--- src/rtl/imem_loader_pkg.sv ---
// Shared definitions for the instruction-memory image loader.
package imem_loader_pkg;
    typedef enum logic [2:0] {
        ST_LEN,
        ST_DATA,
        ST_CSUM,
        ST_DONE,
        ST_ERROR
    } state_t;

    localparam int LEN_BYTES      = 4;
    localparam int BYTES_PER_WORD = 4;
endpackage

--- src/rtl/imem_loader_assembler.sv ---
// Collects little-endian bytes into 32-bit words; word_valid fires on the 4th accepted byte.
module byte_word_assembler
    import imem_loader_pkg::*;
(
    input  logic        i_clk,
    input  logic        i_rst,
    input  logic        i_clr,
    input  logic        i_en,
    input  logic [7:0]  i_byte,
    output logic        o_word_valid,
    output logic [31:0] o_word
);
    // Only the first three bytes need storage; the fourth is taken straight from the input.
    logic [23:0] r_shift;
    logic [1:0]  r_cnt;

    assign o_word_valid = i_en && (r_cnt == 2'(BYTES_PER_WORD - 1));
    assign o_word       = {i_byte, r_shift};

    always_ff @(posedge i_clk or posedge i_rst) begin
        if (i_rst) begin
            r_shift <= '0;
            r_cnt   <= '0;
        end else if (i_clr) begin
            r_shift <= '0;
            r_cnt   <= '0;
        end else if (i_en) begin
            r_shift <= {i_byte, r_shift[23:8]};
            r_cnt   <= r_cnt + 2'd1;
        end
    end
endmodule

--- src/rtl/imem_loader.sv ---
// Receives a length/payload/checksum byte frame and writes it into the instruction store,
// holding the CPU until a verified image is present.
module imem_loader
    import imem_loader_pkg::*;
#(
    parameter int ADDR_WIDTH = 10,
    parameter int MAX_WORDS  = 1024
) (
    input  logic                  i_clk,
    input  logic                  i_reset,
    input  logic                  i_start,
    input  logic                  i_in_valid,
    input  logic [7:0]            i_in_data,
    output logic                  o_in_ready,
    output logic                  o_mem_we,
    output logic [ADDR_WIDTH-1:0] o_mem_addr,
    output logic [31:0]           o_mem_wdata,
    output logic                  o_cpu_hold,
    output logic                  o_done,
    output logic                  o_error
);
    localparam int WCW = $clog2(MAX_WORDS + 1);

    if (LEN_BYTES != BYTES_PER_WORD) begin : g_chk_len
        $error("length field and payload words must share the assembler width");
    end
    if (MAX_WORDS > (1 << ADDR_WIDTH)) begin : g_chk_max
        $error("MAX_WORDS exceeds instruction store depth");
    end

    state_t          r_state;
    logic            r_in_ready;
    logic            r_mem_we;
    logic [ADDR_WIDTH-1:0] r_mem_addr;
    logic [31:0]     r_mem_wdata;
    logic            r_cpu_hold;
    logic            r_done;
    logic            r_error;
    logic [WCW-1:0]  r_len;
    logic [WCW-1:0]  r_wcnt;
    logic [7:0]      r_sum;

    logic            w_hs;
    logic            w_asm_en;
    logic            w_rearm;
    logic            w_word_valid;
    logic [31:0]     w_word;

    assign w_hs     = i_in_valid && r_in_ready;
    assign w_asm_en = w_hs && (r_state == ST_LEN || r_state == ST_DATA);
    assign w_rearm  = i_start && (r_state == ST_DONE || r_state == ST_ERROR);

    byte_word_assembler u_asm (
        .i_clk        (i_clk),
        .i_rst        (i_reset),
        .i_clr        (w_rearm),
        .i_en         (w_asm_en),
        .i_byte       (i_in_data),
        .o_word_valid (w_word_valid),
        .o_word       (w_word)
    );

    always_ff @(posedge i_clk or posedge i_reset) begin
        if (i_reset) begin
            r_state     <= ST_LEN;
            r_in_ready  <= 1'b0;
            r_mem_we    <= 1'b0;
            r_mem_addr  <= '0;
            r_mem_wdata <= '0;
            r_cpu_hold  <= 1'b1;
            r_done      <= 1'b0;
            r_error     <= 1'b0;
            r_len       <= '0;
            r_wcnt      <= '0;
            r_sum       <= '0;
        end else begin
            r_mem_we <= 1'b0;
            case (r_state)
                ST_LEN: begin
                    r_in_ready <= 1'b1;
                    if (w_word_valid) begin
                        if (w_word > 32'(MAX_WORDS)) begin
                            r_state    <= ST_ERROR;
                            r_in_ready <= 1'b0;
                            r_error    <= 1'b1;
                        end else if (w_word == 32'd0) begin
                            r_state <= ST_CSUM;
                        end else begin
                            r_len   <= w_word[WCW-1:0];
                            r_state <= ST_DATA;
                        end
                    end
                end
                ST_DATA: begin
                    if (w_hs)
                        r_sum <= r_sum + i_in_data;
                    if (w_word_valid) begin
                        r_mem_we    <= 1'b1;
                        r_mem_addr  <= ADDR_WIDTH'(r_wcnt);
                        r_mem_wdata <= w_word;
                        r_wcnt      <= r_wcnt + 1'b1;
                        if (r_wcnt == r_len - 1'b1)
                            r_state <= ST_CSUM;
                    end
                end
                ST_CSUM: begin
                    if (w_hs) begin
                        r_in_ready <= 1'b0;
                        if (i_in_data == r_sum) begin
                            r_state    <= ST_DONE;
                            r_done     <= 1'b1;
                            r_cpu_hold <= 1'b0;
                        end else begin
                            r_state <= ST_ERROR;
                            r_error <= 1'b1;
                        end
                    end
                end
                default: begin
                    // DONE / ERROR: parked until re-armed; stored words stay as written
                    if (i_start) begin
                        r_state    <= ST_LEN;
                        r_in_ready <= 1'b1;
                        r_cpu_hold <= 1'b1;
                        r_done     <= 1'b0;
                        r_error    <= 1'b0;
                        r_len      <= '0;
                        r_wcnt     <= '0;
                        r_sum      <= '0;
                    end
                end
            endcase
        end
    end

    assign o_in_ready  = r_in_ready;
    assign o_mem_we    = r_mem_we;
    assign o_mem_addr  = r_mem_addr;
    assign o_mem_wdata = r_mem_wdata;
    assign o_cpu_hold  = r_cpu_hold;
    assign o_done      = r_done;
    assign o_error     = r_error;
endmodule

--- config.mk ---
export PLATFORM = sky130hd
export DESIGN_NAME = imem_loader
export DESIGN_NICKNAME = d
export VERILOG_FILES = /design/src/rtl/imem_loader_pkg.sv /design/src/rtl/imem_loader_assembler.sv /design/src/rtl/imem_loader.sv
export SDC_FILE = /design/constraint.sdc
export NUM_CORES = 1
export LEC_CHECK = 0
export CORE_AREA = 2 2 96 190
export CTS_CLUSTER_DIAMETER = 30
export DETAILED_ROUTE_END_ITERATION = 10
export DIE_AREA = 0 0 98 192
export PLACE_DENSITY = 0.47
export SLEW_MARGIN = 0
export SYNTH_ARGS = -nofsm -noshare
export SYNTH_HDL_FRONTEND = slang
export SYNTH_SLANG_ARGS = --single-unit
--- constraint.sdc ---
create_clock -name i_clk -period 7.7 [get_ports i_clk]
set_input_delay 1.925 -clock i_clk [delete_from_list [all_inputs] [get_ports i_clk]]
set_output_delay 1.925 -clock i_clk [all_outputs]
set_load 0.05 [all_outputs]
==> results.ini, run 1 <==
[placed_design]
place_congestion = 0.843
hpwl_mm = 9.75
placed_cells = 738
place_ws_ps = 2390
portBuffers = 58

[floorplan]
rows = 68
dieArea_sq_um = 18800
io_pins = 59
chipHeight_um = 192
start_util = 0.297
core_sq_um = 17300
fp.dieW_um = 98

[timing]
max_freq_mhz = 206
relSlewSlack = 0.235
timing_hold_violations_final = 0
whs_ps = 473
fin_crit_sh = 0.629
period_needed_ps = 4840
fin_skew_ps = 10.7
tightest_slew_ps = 1140
finalWorstSetupSlack_ps = 2860
maxSlewViolCount = 0
rsz0062_at_grt = no
fin_setup_tns_ps = 0
setup-violations-final = 0

[clock_tree]
h-tree-depth = 3
cts_sinks = 106
path_clk_slew_ps = 70
cts_root_buf = clkbuf_16
cts_tree = yes
cts_resized = 0
clockBufferDepth = 2
post_cts_buffers = 0
cts-buffers-inserted = 9
clk_latency_ps = 360
ctsHoldBuffers = 0

[critical_path]
criticalPathCategory = input port to register
slowest_delay_ps = 760
cp_cell_sequence = clkdlybuf4s50_1, nand3_1, nor2_1, nand2_2, mux2_2
rr_worst_depth = 5
cp.arrival_ps = 5080
startpoint = i_in_valid
regToRegStartpoint = r_state[1]
crit_slowest_cell = nand3_1
cp_data_required_time_ps = 7940
cp_max_fo = 47
r2r_slack_ps = 4160
r2r_end = o_mem_wdata[9]
cp-end-kind = register
crit_path_start_kind = input port

[min_path]
whs_endpoint = o_cpu_hold
min_path_type = register to register
min_delay_path_depth = 2
holdCritStartpoint = o_cpu_hold

[global_route]
grt_pass1_wl_mm = 21.3
antenna_found_initial = 0
grt_max_degree = 64
grt_usage = 0.146
grt_pass1_vias = 3898
overflow = 0

[power]
leakage_uw = 0.00276
pwr_density_cell_nw_per_um2 = 238
ir_drop_mv = 0.124

[synth]
synth_most_common_cell = dfrtp_1
synth_area_leader_cell = dfrtp_1
synth.top_cell.area_share = 0.513
avgSynthCellArea_sq_um = 10.5
ys.flop_type = dfrtp_1
netlist_area_sq_um = 5120
synthTopCellsByArea = dfrtp_1 51%, mux2_2 8.8%, nand2_1 5.6%
synth-seq-cells = 106
syn_nets = 513
synthTopCellsByCount = 105 x dfrtp_1, 77 x nand2_1, 40 x mux2_2
yosysWarnings = 0
yosysSeqAreaShare = 0.518
netlist-cell-type-count = 58
synth_edf_count = 0
netlist_instances = 490
synth-async-reset-ratio = 1.00

[route]
finalWirelength_mm = 13.4
ant_nets = 0
num_vias = 3817
routedWlPerCell_um = 17.8
drt-initial-drc-count = 230
dr.pass1.iters = 4
drc = 0
viasPerCell = 5.06

[final_layout]
final-instance-count-excl-fill = 754
fill_cells = 1762
antenna_cells = 0
multi_input_area_sq_um = 2320
syn_to_final_growth_pct = 21.1
regArea_sq_um = 2650
post-route-util = 0.359
drive_gt1_frac = 0.134
final_nets = 562

[run_status]
status = finished, final reports clean

[job]
max-cap-violations = 0

[cell families after synthesis]
logic type / count (synthesis) / share of synthesized area
xor gates and xnor gates: 29 / 0.0496
muxes: 42 / 0.0918
AOI/OAI and AO/OA: 99 / 0.128
DFF: 106 / 0.518
buffers and inverters: 38 / 0.0322
and+or+nand+nor: 165 / 0.152
adders and majority gates: 11 / 0.0283
[state kept, by name (all words and copies together), names as in the netlist]
name           flops
r_sum              8
r_wcnt            11
u_asm.r_shift     24
o_mem_wdata       32
o_cpu_hold         1
r_len             11
o_error            1
o_done             1
u_asm.r_cnt        2
r_state            3
o_in_ready         1
o_mem_we           1
o_mem_addr        10
[metal layers]
metal  GRT usage  vias to the layer above  share of wire
met5           0                        -              0
met4      0.0881                        0          0.037
met3      0.0204                       24          0.020
met2       0.276                       66           0.57
met1       0.150                     1906           0.37
li1            -                     1821              -
[cell usage in the layout, fill, tap and decap left out, drive strengths merged, types with 10 or more instances in the layout]
cell type / netlist / layout
nor4: 11 / 11
a22o: 13 / 13
clkbuf: 17 / 11
xor2: 13 / 13
mux2: 40 / 40
inv: 13 / 16
dfrtp: 105 / 105
nand2: 77 / 77
nand4: 10 / 10
ha: 10 / 10
nor2: 32 / 32
xnor2: 16 / 16
clkdlybuf4s50: 0 / 58
o21ai: 16 / 16
a21oi: 35 / 35
[worst max-delay path, delay by kind of cell]
kind / cells / cell delay, ps
simple gates: 3 / 2050
mux: 1 / 540
buf+inv: 1 / 530
[worst max-delay path by stage]
| stage | to | cells after the start | slack (ps) |
|---|---|---|---|
| after global placement | o_mem_wdata[9] | 5 | 2520 |
| after global routing | o_mem_wdata[9] | 5 | 2540 |
| after detailed placement | o_mem_wdata[12] | 5 | 2390 |
| after floorplan | o_done | 1 | 2990 |
| final | o_mem_wdata[9] | 5 | 2860 |
| after CTS | o_mem_wdata[9] | 5 | 2770 |
[where the power goes]
group	switching, uW	leakage (uW)	internal [uW]
clock	220	0.000141	242
combinational	196	0.00117	118
sequential	85.3	0.00145	613
total	501	0.00276	973
[per-stage QoR]
stage          area (sq um)  power [uW]
6_report               6200        1470
5_1_grt                6200        1560
4_1_cts                6200        1500
3_5_place_dp           5910        1030
3_3_place_gp           5910        1020
2_1_floorplan          5120         906
[area by class of cell]
type                       count  share of cell area
inverter                      13             0.00827
sequential                   106               0.428
tap                          210              0.0423
timing repair buffer          63              0.0996
clock buffer                  11              0.0407
clock inverter                 5             0.00706
multi-input combinational    346               0.374
(Power assumes the default switching activity.)
==> run 2, diff against run 1 <==
PLACE_DENSITY = 0.49   (was 0.47)
clock period = 4.45 ns   (was 7.7 ns; I/O delays follow)
==> run 2 against run 1 <==
- worst hold slack worse by 5.2 ps
- total power rose by 75%
- cell area grew 0.58%
- via count increased by 0.55%
- clock power rose by 81%
- combinational power grew 73%
- sequential share of layout area decreased by 0.25 points
- clock skew is 2.3 ps lower
- critical path type unchanged
- critical endpoint is now r_wcnt[5]
- largest cell class unchanged
==> results.ini, run 2 (synthesis results as in run 1) <==
[run_status]
status = finished, final reports clean

[timing]
fin_skew_ps = 8.35
whs_ps = 468
max_freq_mhz = 313
timing_hold_violations_final = 0
fin_setup_tns_ps = 0
relSlewSlack = 0.365
fin_crit_sh = 0.717
period_needed_ps = 3190
setup-violations-final = 0
maxSlewViolCount = 0
rsz0062_at_grt = no
finalWorstSetupSlack_ps = 1260
tightest_slew_ps = 949

[clock_tree]
post_cts_buffers = 0
cts_tree = yes
ctsHoldBuffers = 0
path_clk_slew_ps = 70
clockBufferDepth = 2
cts_resized = 0
cts_sinks = 106
clk_latency_ps = 350
cts_root_buf = clkbuf_16
cts-buffers-inserted = 9
h-tree-depth = 3

[power]
switchingPower_uw = 859
switching_share = 0.332
ir_drop_mv = 0.277
leakage_uw = 0.00278
pwr-share-seq = 0.467
pwr-share-clk = 0.322
internal_power_uw = 1730
combPwrFrac = 0.210
pwr_density_cell_nw_per_um2 = 414

[floorplan]
start_util = 0.297
fp.dieW_um = 98
io_pins = 59
dieArea_sq_um = 18800
rows = 68
chipHeight_um = 192
core_sq_um = 17300

[final_layout]
syn_to_final_growth_pct = 21.8
final-instance-count-excl-fill = 757
antenna_cells = 0
final_cell_mix = 105 x dfrtp_1, 76 x nand2_1, 58 x clkdlybuf4s50_1
final_common_cell = dfrtp_1
largest_register_ff_count = 32
drive_gt1_frac = 0.139
design_area_sq_um = 6240
final_nets = 565

[critical_path]
cp-end-kind = register
criticalPathCategory = input port to register
cp_max_fo = 29
cp.arrival_ps = 3460
crit_path_start_kind = input port
cp_data_required_time_ps = 4720

[route]
num_vias = 3838
drc = 0
ant_nets = 0
dr.pass1.iters = 5
drt-initial-drc-count = 136
routedWlPerCell_um = 17.5
finalWirelength_mm = 13.3
viasPerCell = 5.07

[placed_design]
dpl_cell_area_sq_um = 5930
place_ws_ps = 939
hpwl_mm = 9.93
placed_cells = 741
portBuffers = 58
place_congestion = 0.823

[job]
max-cap-violations = 0

[global_route]
grt_usage = 0.146
antenna_found_initial = 0
overflow = 0
grt_pass1_wl_mm = 21.5
grt_max_degree = 49
grt_pass1_vias = 4030

[min_path]
min_path_type = register to register

## run 2: final cells by class
type	count	area [sq um]
Sequential cell	106	2650
Inverter	13	51.3
Timing Repair Buffer	66	641
Tap cell	210	263
Clock inverter	6	71.3
Clock buffer	10	239
Multi-Input combinational cell	346	2320
Fill cell	1740	11000
## run 2: final timing paths
kind | start | to | slack (ps) | cells past startpoint
worst max register to register | r_state[1] | o_mem_addr[4] | 1860 | 7
worst max-delay path | i_in_valid | r_wcnt[5] | 1260 | 9
worst min register to register | o_cpu_hold | o_cpu_hold | 470 | 2
max in group asynchronous | i_reset | o_mem_wdata[22] | 2410 | 3
min in group asynchronous | i_reset | o_mem_we | 1190 | 2
worst min-delay path | o_cpu_hold | o_cpu_hold | 470 | 2
## run 2: worst max-delay path, stage by stage
cell	delay, ps
clkdlybuf4s50_1	550
nor4bb_4	320
buf_4	330
a21boi_0	140
o21ai_0	180
buf_4	200
nand3_1	130
or4_1	420
o21ai_0	80
## run 2: through the flow
stage | total power, uW | utilization
6_report | 2590 | 0.361
5_1_grt | 2730 | 0.361
4_1_cts | 2620 | 0.361
3_5_place_dp | 1780 | 0.343
3_3_place_gp | 1770 | 0.343
2_1_floorplan | 1570 | -
## run 2: metal layers
| metal | global-route usage | part of all wire |
|---|---|---|
| met4 | 0.0657 | 0.023 |
| met3 | 0.0193 | 0.025 |
| met1 | 0.148 | 0.36 |
| met2 | 0.290 | 0.59 |
| met5 | 0 | 0 |
## run 2: power groups by stage
stage,logic (uW),clock network (uW),registers [uW]
after floorplan,389,0,1180
after global placement,543,0,1220
after detailed placement,550,0,1230
after CTS,553,860,1210
after global routing,611,896,1230
final,544,834,1210
